`config.mk`:
```
export PLATFORM = sky130hd
export DESIGN_NAME = commit_trace_ctrl_flat
export DESIGN_NICKNAME = d
export VERILOG_FILES = /design/src/rtl/commit_trace_ctrl_if.sv /design/src/rtl/commit_trace_ctrl.sv /design/src/flat_wrapper.sv
export SDC_FILE = /design/constraint.sdc
export NUM_CORES = 1
export LEC_CHECK = 0
export ABC_AREA = 1
export CAP_MARGIN = 20
export CORE_AREA = 5 5 242 244
export CTS_BUF_LIST = sky130_fd_sc_hd__clkbuf_4 sky130_fd_sc_hd__clkbuf_8
export DETAILED_ROUTE_END_ITERATION = 12
export DIE_AREA = 0 0 247 249
export PLACE_DENSITY = 0.8
export SYNTH_ARGS = -nofsm -noshare
export SYNTH_HDL_FRONTEND = slang
export SYNTH_SLANG_ARGS = --single-unit
export TNS_END_PERCENT = 50
```
`constraint.sdc`:
```
create_clock -name clk -period 8.1 [get_ports clk]
set_clock_uncertainty 0.15 [all_clocks]
set_input_delay 1.215 -clock clk [delete_from_list [all_inputs] [get_ports clk]]
set_output_delay 1.215 -clock clk [all_outputs]
set_load 0.05 [all_outputs]
```
`src/rtl/commit_trace_ctrl_if.sv`:
```
// rtl/commit_trace_ctrl_if.sv - commit and trace-sink handshake bundle
//
// Purpose: groups the core commit channel (cm_*) and the trace/difftest sink
// channel (dt_*) used by commit_trace_ctrl.
//   master : core/sink side  - drives cm_* requests and dt_ready
//   slave  : controller side - drives cm_ready and the dt_* record
interface commit_trace_ctrl_if #(
  parameter int XLEN = 64
);
  logic            cm_valid;
  logic            cm_ready;
  logic [XLEN-1:0] cm_pc;
  logic [XLEN-1:0] cm_dnpc;
  logic [31:0]     cm_inst;
  logic            cm_is_break;
  logic [XLEN-1:0] cm_a0;

  logic            dt_valid;
  logic            dt_ready;
  logic [XLEN-1:0] dt_pc;
  logic [XLEN-1:0] dt_dnpc;
  logic [31:0]     dt_inst;

  modport master (
    output cm_valid, cm_pc, cm_dnpc, cm_inst, cm_is_break, cm_a0, dt_ready,
    input  cm_ready, dt_valid, dt_pc, dt_dnpc, dt_inst
  );

  modport slave (
    input  cm_valid, cm_pc, cm_dnpc, cm_inst, cm_is_break, cm_a0, dt_ready,
    output cm_ready, dt_valid, dt_pc, dt_dnpc, dt_inst
  );
endinterface

```
`src/rtl/commit_trace_ctrl.sv`:
```
// rtl/commit_trace_ctrl.sv - commit record FIFO and ebreak halt sequencer
//
// Purpose: buffers retired-instruction records (pc, dnpc, inst) and hands
// them to the trace/difftest sink one per cycle. An accepted ebreak stops
// intake, drains the FIFO, then raises a sticky halt with the captured a0.
// Ports:
//   clk, rst    - clock, asynchronous active-high reset
//   bus         - commit_trace_ctrl_if.slave (cm_* in, dt_* out)
//   halt        - sticky, ebreak retired and all records drained
//   halt_code   - a0 captured with the ebreak
//   commit_cnt  - records delivered to the sink
// Build option: define COMMIT_CNT_EN to implement commit_cnt; otherwise it
// is tied to zero and no counter flops exist.
module commit_trace_ctrl #(
  parameter int DEPTH = 4,
  parameter int XLEN  = 64
) (
  input  logic                clk,
  input  logic                rst,
  commit_trace_ctrl_if.slave  bus,
  output logic                halt,
  output logic [XLEN-1:0]     halt_code,
  output logic [63:0]         commit_cnt
);
  localparam int AW = $clog2(DEPTH);
  localparam logic [AW:0] FULL = (AW+1)'(DEPTH);
  localparam logic [AW:0] ONE  = (AW+1)'(1);

  typedef enum logic [1:0] {ST_RUN, ST_DRAIN, ST_HALT} state_t;

  state_t          state, state_nxt;
  logic [AW-1:0]   wr_ptr, rd_ptr;
  logic [AW:0]     count;
  logic [XLEN-1:0] pc_mem   [DEPTH];
  logic [XLEN-1:0] dnpc_mem [DEPTH];
  logic [31:0]     inst_mem [DEPTH];
  logic            enq, deq;

  // Ready depends only on registered state: no accept into a full FIFO even
  // when a dequeue happens in the same cycle.
  assign bus.cm_ready = (state == ST_RUN) && (count != FULL);
  assign bus.dt_valid = (count != '0);
  assign bus.dt_pc    = pc_mem[rd_ptr];
  assign bus.dt_dnpc  = dnpc_mem[rd_ptr];
  assign bus.dt_inst  = inst_mem[rd_ptr];
  assign enq          = bus.cm_valid && bus.cm_ready;
  assign deq          = bus.dt_valid && bus.dt_ready;
  assign halt         = (state == ST_HALT);

  always_ff @(posedge clk or posedge rst) begin
    if (rst) begin
      state <= ST_RUN;
    end else begin
      state <= state_nxt;
    end
  end

  always_comb begin
    state_nxt = state;
    case (state)
      ST_RUN:   if (enq && bus.cm_is_break) state_nxt = ST_DRAIN;
      // No enqueue in DRAIN, so the last dequeue empties the FIFO and halt
      // shows up in the following cycle.
      ST_DRAIN: if (deq && (count == ONE)) state_nxt = ST_HALT;
      ST_HALT:  state_nxt = ST_HALT;
      default:  state_nxt = ST_RUN;
    endcase
  end

  always_ff @(posedge clk or posedge rst) begin
    if (rst) begin
      wr_ptr    <= '0;
      rd_ptr    <= '0;
      count     <= '0;
      halt_code <= '0;
    end else begin
      if (enq) wr_ptr <= wr_ptr + AW'(1);
      if (deq) rd_ptr <= rd_ptr + AW'(1);
      case ({enq, deq})
        2'b10:   count <= count + ONE;
        2'b01:   count <= count - ONE;
        default: count <= count;
      endcase
      if (enq && bus.cm_is_break) halt_code <= bus.cm_a0;
    end
  end

  // Record storage carries no reset; contents are only read while valid.
  always_ff @(posedge clk) begin
    if (enq) begin
      pc_mem[wr_ptr]   <= bus.cm_pc;
      dnpc_mem[wr_ptr] <= bus.cm_dnpc;
      inst_mem[wr_ptr] <= bus.cm_inst;
    end
  end

`ifdef COMMIT_CNT_EN
  logic [63:0] cnt_q;

  always_ff @(posedge clk or posedge rst) begin
    if (rst) begin
      cnt_q <= '0;
    end else if (deq) begin
      cnt_q <= cnt_q + 64'd1;
    end
  end

  assign commit_cnt = cnt_q;
`else
  assign commit_cnt = '0;
`endif
endmodule

```
`src/flat_wrapper.sv`:
```
// flat-port wrapper written by rule: the top's interface ports become plain ports
module commit_trace_ctrl_flat 
#(
  parameter int DEPTH = 4,
  parameter int XLEN  = 64
)
  (clk, rst, halt, halt_code, commit_cnt, bus_cm_valid, bus_cm_pc, bus_cm_dnpc, bus_cm_inst, bus_cm_is_break, bus_cm_a0, bus_dt_ready, bus_cm_ready, bus_dt_valid, bus_dt_pc, bus_dt_dnpc, bus_dt_inst);
  commit_trace_ctrl_if #(.XLEN(XLEN)) bus_i ();
  input  logic clk;
  input  logic rst;
  output logic halt;
  output logic [XLEN-1:0] halt_code;
  output logic [63:0] commit_cnt;
  input wire logic [$bits(bus_i.cm_valid)-1:0] bus_cm_valid;
  input wire logic [$bits(bus_i.cm_pc)-1:0] bus_cm_pc;
  input wire logic [$bits(bus_i.cm_dnpc)-1:0] bus_cm_dnpc;
  input wire logic [$bits(bus_i.cm_inst)-1:0] bus_cm_inst;
  input wire logic [$bits(bus_i.cm_is_break)-1:0] bus_cm_is_break;
  input wire logic [$bits(bus_i.cm_a0)-1:0] bus_cm_a0;
  input wire logic [$bits(bus_i.dt_ready)-1:0] bus_dt_ready;
  output wire logic [$bits(bus_i.cm_ready)-1:0] bus_cm_ready;
  output wire logic [$bits(bus_i.dt_valid)-1:0] bus_dt_valid;
  output wire logic [$bits(bus_i.dt_pc)-1:0] bus_dt_pc;
  output wire logic [$bits(bus_i.dt_dnpc)-1:0] bus_dt_dnpc;
  output wire logic [$bits(bus_i.dt_inst)-1:0] bus_dt_inst;
  assign bus_i.cm_valid = bus_cm_valid;
  assign bus_i.cm_pc = bus_cm_pc;
  assign bus_i.cm_dnpc = bus_cm_dnpc;
  assign bus_i.cm_inst = bus_cm_inst;
  assign bus_i.cm_is_break = bus_cm_is_break;
  assign bus_i.cm_a0 = bus_cm_a0;
  assign bus_i.dt_ready = bus_dt_ready;
  assign bus_cm_ready = bus_i.cm_ready;
  assign bus_dt_valid = bus_i.dt_valid;
  assign bus_dt_pc = bus_i.dt_pc;
  assign bus_dt_dnpc = bus_i.dt_dnpc;
  assign bus_dt_inst = bus_i.dt_inst;
  commit_trace_ctrl #(.DEPTH(DEPTH), .XLEN(XLEN)) u_core (.clk(clk), .rst(rst), .bus(bus_i), .halt(halt), .halt_code(halt_code), .commit_cnt(commit_cnt));
endmodule
```
==> results of run 1 <==
-- state kept, by name, indices dropped and copies added, names as in the netlist --
name,cells
u_core.dnpc_mem,256
u_core.halt_code,64
u_core.wr_ptr,2
u_core.pc_mem,256
u_core.rd_ptr,2
u_core.state,2
u_core.count,3
u_core.inst_mem,128
-- synth_stat cells --
library cell and instances:
clkbuf_2 2, o21ai_1 20, buf_6 14, buf_1 1, and2_1 1, inv_1 18
o21ai_0 301, inv_6 1, dfrtp_1 73, xnor2_1 2, inv_2 1, o22ai_1 160
nor2_1 325, xor2_1 4, nand4_1 2, nand2_1 206, buf_8 1, conb_1 1
nand3b_1 1, ha_1 13, buf_4 75, a21oi_1 1, a21boi_0 1, nand3_1 2
clkbuf_1 45, edfxtp_1 640, buf_2 45
-- final cells by class --
type                    count  share of cell area, %
inverters                  20                 0.2482
diodes                     11                0.08029
repair buffers            472                  13.87
multi-input cells        1103                  14.98
flip-flops and latches    713                  61.40
clock buffers             144                  5.233
clock inverters            57                  1.423
well taps                 756                  2.759
-- stage by stage --
stage	setup TNS, ns	utilization (%)
after detailed placement	0	57.00
after CTS	0	61.07
after floorplan	-582.91	-
final	0	61.16
after global routing	0	61.15
after global placement	0	57.00
-- worst max-delay path, delay by kind of cell (launching register included) --
family	cells	cell delay (ns)
AO/OA/AOI/OAI	2	0.50
buffers and inverters	3	2.48
flip-flops	1	0.77
-- worst min path at each step --
stage / startpoint / to / slack, ns / cells past startpoint
finish: u_core.halt_code[19] / u_core.halt_code[19] / 0.33 / 2
floorplan: u_core.state[1] / u_core.state[1] / 0.32 / 2
global placement: u_core.halt_code[3] / u_core.halt_code[3] / 0.31 / 2
detailed placement: u_core.halt_code[37] / u_core.halt_code[37] / 0.32 / 2
global route: u_core.halt_code[37] / u_core.halt_code[37] / 0.34 / 2
CTS: u_core.halt_code[37] / u_core.halt_code[37] / 0.33 / 2
-- power by group --
group	leakage, µW	switching [µW]	internal [µW]
Clock	0.00120	1340	1700
Sequential	0.00671	298	4650
Combinational	0.00405	5090	2020
-- cells in the final DEF, fill, tap and decap left out, types with 2 or more instances in the layout --
cell type        instances
nand4_1                  2
nor2_4                   4
o22ai_1                160
buf_4                   11
clkinv_2                18
conb_1                  64
nor2_1                 321
nand2_1                206
dfrtp_4                  2
nand3_1                  2
inv_8                    2
clkbuf_8               114
clkinv_1                24
clkinvlp_4               3
dfrtp_1                 71
clkdlybuf4s50_1        455
inv_1                   16
o21ai_1                 20
diode_2                 11
ha_1                    13
bufinv_16                8
buf_12                   6
edfxtp_1               640
xor2_1                   4
o21ai_0                301
inv_2                    2
xnor2_1                  2
inv_6                    2
clkbuf_4                30
-- layer usage --
metal	up-vias	routed length, µm
met1	8587	24580
met2	827	35010
met3	123	6609
met4	4	2064
li1	7967	-
met5	-	28
-- cells by family after synthesis --
family	after synthesis	share of synthesized area, %
flops	713	77.55
simple gates	537	7.478
compound gates	483	9.655
buf+inv	203	4.509
fa+ha+maj	13	0.5994
xor+xnor	6	0.1936
other cells	1	0.01382
==> summary.txt, run 1 <==
Drt
  – WL/cell: 20.85 µm
  – Routed Wire Length: 68290 µm
  – DRT Pass-1 Iters: 6
  – DRC Markers: 0
  – Initial DRC Count: 1247
  – DRT antenna net count: 0
  – Total number of vias: 17508
  – Vias per cell: 5.344

Clock network
  – H-Tree Depth: 3
  – TritonCTS clock tree: yes
  – Post-CTS Hold Buffers: 0
  – CTS sink count: 713
  – Clock tree buffer depth: 3
  – CTS clk-pin slew, worst paths: 0.06 ns
  – Skew-Pair Late Insertion Delay: 0.68 ns
  – # resized after CTS: 0
  – Root buf cell: clkbuf_8
  – Total CTS buffers: 109
  – Post-CTS Setup Bufs: 0

Timing
  – Slew @ Worst Pin: 1.129 ns
  – Final min period: 5.896 ns
  – Max-slew headroom: 24.76%
  – Period utilisation layout: 72.79%
  – Hold WS: 0.3300 ns
  – Max Fclk: 169.6 MHz
  – Post-route setup slack: 2.204 ns
  – Final Max Tran Viols: 0
  – Final Hold Viols: 0
  – RSZ-0062 raised after global routing: no
  – Final setup viols: 0

Critical path
  – Crit path largest cell delay: 0.86 ns
  – Setup crit end: bus_dt_dnpc[37]
  – CP Launch Point: u_core.rd_ptr[1]
  – FF-to-FF End: u_core.pc_mem[1][38]
  – FF-to-FF Start: u_core.count[0]
  – Setup crit start kind: register
  – R2r setup slk: 4.40 ns
  – CP Class: reg -> out
  – Worst Path Max Fanout: 86
  – R2R depth: 8
  – Critical-path cell list: inv_4, buf_4, o21ai_0, o22ai_1, clkdlybuf4s50_1
  – Crit path capture type: output port
  – Slowest stage cell on the critical path: inv_4
  – Crit path DAT: 4.53 ns
  – Worst EP required: 6.73 ns

Place
  – Port bufs: 455
  – Cell Area, Placed: 31960 µm²
  – HPWL Detailed: 40960 µm
  – Post-Place Setup Slack: 2.889 ns
  – Post-Place Cells: 3063
  – Placer Congestion: 0.8757

Global route
  – Met2 Track Usage GR: 36.40%
  – Met1 usage: 25.14%
  – Initial antenna violation count: 11
  – Largest net degree at the start of global routing: 193
  – Layer with the highest usage: met2
  – GR Util met3: 6.824%
  – First-pass GRT wire length: 102100 µm
  – Total GRT Usage: 21.29%
  – Grt total ovfl: 0
  – Vias in the first global route: 17736

Job
  – Max-cap violation count: 0

Synthesis
  – Syn Inst Count: 1956
  – Synth top area share: 70.82%
  – Avg Synthesized Cell Area: 13.87 µm²
  – Leading area contributor after synthesis: edfxtp_1
  – Main area contributors after synthesis: edfxtp_1, dfrtp_1, o21ai_0, nor2_1, o22ai_1
  – Synth warnings: 0
  – Cell variety after synth: 27
  – Register area share after synthesis: 77.55%
  – Synthesized flop and latch total: 713
  – Synth Cell Area: 27140 µm²

Die
  – Initial core utilization: 48.41%
  – Die Y: 249 µm
  – Core Area: 56060 µm²
  – DIE WIDTH: 247 µm
  – Io pins: 520
  – Die area: 61500 µm²
  – Std-Cell Rows: 87

Final layout
  – Layout cells sized above 1: 8.131%
  – Layout area overhead: 26.34%
  – Footprint of the multi-input gates: 5135 µm²
  – Filler Cell Count: 4069
  – Reg area: 21050 µm²
  – Final instance area: 34290 µm²
  – Nets@finish: 2661
  – Finished Layout Cells: 3276

Power
  – Design Power: 15100 µW
  – Leakage: 0.01195 µW
  – Pwr Density: 440.6 nW/µm²
  – Peak VDD IR: 0.3596 mV

Hold path
  – Worst hold-check path type: reg -> reg

Run status
  – Status: completed
(Power assumes the default switching activity.)
==> run 2, diff against run 1 <==
Clock period 8.1 ns to 5.4 ns, I/O delays scaled along.
==> run 2 against run 1 <==
  * Global-route usage decreased by 0.091 points
  * Highest routed layer unchanged
  * Critical path depth is 1 lower
  * Register-to-register slack worse by 2.2 ns
  * Cell area increased by 0.25%
  * Total power grew 49%
  * Worst hold slack worse by 0.0023 ns
  * Via count increased by 0.13%
  * Die area is the same
  * Clock power grew 41%
==> summary.txt, run 2 (synthesis results as in run 1) <==
Final layout
  – Most common library cell in the layout ignoring fill and taps: edfxtp_1
  – Final instance area: 34370 µm² (+0.25%)
  – Most frequent cells in the layout: edfxtp_1, clkdlybuf4s50_1, nor2_1
  – Top flop regs: u_core.dnpc_mem: 256 flops, u_core.pc_mem: 256 flops, u_core.inst_mem: 128 flops
  – Layout cells sized above 1: 8.508% (+0.38 points)
  – Layout area overhead: 26.65%
  – Nets@finish: 2679 (+0.68%)

Critical path
  – Worst Path Max Fanout: 202 (+130%)
  – R2R depth: 7 (-1)
  – FF-to-FF Start: u_core.count[0]
  – Critical-path cell list: buf_12, o21ai_0, o22ai_1, clkdlybuf4s50_1
  – Worst EP required: 4.44 ns (-2.29 ns)
  – Slowest stage cell on the critical path: clkdlybuf4s50_1
  – Setup crit start kind: register
  – CP Class: reg -> out
  – R2r setup slk: 2.24 ns (-2.16 ns)
  – Crit path DAT: 3.68 ns (-0.85 ns)
  – FF-to-FF End: u_core.pc_mem[0][12]
  – Crit path capture type: output port
  – Crit path largest cell delay: 0.91 ns (+0.05 ns)

Power
  – Switching portion of total power: 44.91% (+0.39 points)
  – Internal: 12380 µW (+48%)
  – Design Power: 22470 µW (+49%)
  – Part of the power in registers: 32.5% (-0.3 points)
  – Peak VDD IR: 0.4797 mV (+33%)
  – Pwr Density: 653.7 nW/µm² (+48%)
  – Leakage: 0.01200 µW (+0.40%)
  – Logic pwr share: 48.4% (+1.3 points)
  – Clock share of power: 19.1% (-1.0 points)
  – Sw Pwr: 10090 µW (+50%)

Timing
  – Final Hold Viols: 0 (unchanged)
  – Final min period: 4.643 ns
  – Max-slew headroom: 25.23% (+0.47 points)
  – Final Max Tran Viols: 0 (unchanged)
  – Slew @ Worst Pin: 1.121 ns (-0.007104 ns)
  – Max Fclk: 215.4 MHz
  – Final setup viols: 0 (unchanged)
  – Setup Total Neg Slack: 0 ns (unchanged)
  – RSZ-0062 raised after global routing: no
  – Period utilisation layout: 85.97%

Clock network
  – Skew-Pair Late Insertion Delay: 0.66 ns (-0.02 ns)
  – TritonCTS clock tree: yes
  – Post-CTS Hold Buffers: 0 (unchanged)
  – H-Tree Depth: 3 (unchanged)
  – Clock tree buffer depth: 3 (unchanged)
  – # resized after CTS: 0 (unchanged)
  – Root buf cell: clkbuf_8
  – Post-CTS Setup Bufs: 0 (unchanged)
  – CTS sink count: 713 (unchanged)
  – CTS clk-pin slew, worst paths: 0.06 ns (about the same)
  – Total CTS buffers: 108 (-0.92%)

Die
  – Io pins: 520 (unchanged)
  – Die Y: 249 µm (unchanged)
  – Core Area: 56060 µm² (unchanged)
  – DIE WIDTH: 247 µm (unchanged)
  – Std-Cell Rows: 87 (unchanged)
  – Die area: 61500 µm² (unchanged)
  – Initial core utilization: 48.41% (unchanged)

Drt
  – WL met3: 6193 µm (-6.3%)
  – Total number of vias: 17531 (+0.13%)
  – DRC Markers: 0 (unchanged)
  – Met2 WL post-DR: 34520 µm (-1.4%)
  – Routed length on met1: 24760 µm (+0.71%)
  – DRT antenna net count: 0 (unchanged)
  – Routed Wire Length: 68300 µm (about the same)
  – Top Layer Used: met5
  – Initial DRC Count: 1297 (+4.0%)
  – Vias per cell: 5.325 (-0.36%)
  – WL/cell: 20.75 µm (-0.47%)
  – DRT Pass-1 Iters: 6 (unchanged)

Global route
  – Vias in the first global route: 17659 (-0.43%)
  – Initial antenna violation count: 12 (+1)
  – Total GRT Usage: 21.20% (-0.091 points)
  – Grt total ovfl: 0 (unchanged)
  – Largest net degree at the start of global routing: 203 (+5.2%)
  – First-pass GRT wire length: 101200 µm (-0.84%)

Hold path
  – Worst hold endpoint: u_core.halt_code[38]
  – Worst Hold Launch: u_core.halt_code[38]
  – Worst hold-check path type: reg -> reg
  – Hold Path Depth: 2 (unchanged)

Place
  – Placer Congestion: 0.8043 (-8.2%)
  – HPWL Detailed: 42270 µm (+3.2%)
  – Cell Area, Placed: 32210 µm² (+0.78%)
  – Port bufs: 455 (unchanged)

Job
  – Max-cap violation count: 0 (unchanged)

Run status
  – Status: completed
## run 2: power by group through the flow
stage,sequential [µW],clock [µW],combinational [µW]
2_1_floorplan,8140,0,6480
3_3_place_gp,7350,0,10700
3_5_place_dp,7400,0,10900
4_1_cts,7290,4400,11000
5_1_grt,7360,4660,11400
6_report,7290,4300,10900
## run 2: layout make-up
type / count / area (µm²)
fillers: 4037 / 21690
flip-flops and latches: 713 / 21050
multi-input cells: 1103 / 5135
repair buffers: 491 / 4987
clock buffers: 148 / 1818
well taps: 756 / 945.9
clock inverters: 52 / 324.1
inverters: 20 / 85.08
diodes: 9 / 22.52
## run 2: stage by stage
step                util [%]  setup slack, ns  hold slack [ns]  std cells
global route           61.31           0.5612           0.3423       3292
floorplan                  -          -0.9388           0.3166       2019
global placement       57.45            1.603           0.3097       3083
CTS                    61.27           0.7336           0.3303       3283
detailed placement     57.45            1.519           0.3137       3083
finish                 61.31           0.7575           0.3277       3292
## run 2: per-layer routing
layer | vias up | GRT usage, %
met2 | 772 | 36.43
met3 | 138 | 6.127
met4 | 6 | 9.724
li1 | 8000 | -
met1 | 8615 | 24.56
met5 | - | 0
## run 2: how the worst max path moves through the flow
stage	from	to	slack [ns]	depth (start not counted)
floorplan	u_core.count[0]	u_core.dnpc_mem[0][0]	-0.94	6
global placement	u_core.rd_ptr[0]	bus_dt_pc[60]	1.60	4
detailed placement	u_core.rd_ptr[0]	bus_dt_dnpc[35]	1.52	4
CTS	u_core.rd_ptr[0]	bus_dt_dnpc[35]	0.73	4
global route	u_core.rd_ptr[0]	bus_dt_dnpc[60]	0.56	4
finish	u_core.rd_ptr[0]	bus_dt_dnpc[60]	0.76	4
## run 2: worst max-delay path, delay by kind of cell, from the launching register on
family	cells	cell delay, ns
buffers and inverters	2	1.34
AO/OA/AOI/OAI	2	0.52
flip-flops	1	0.72
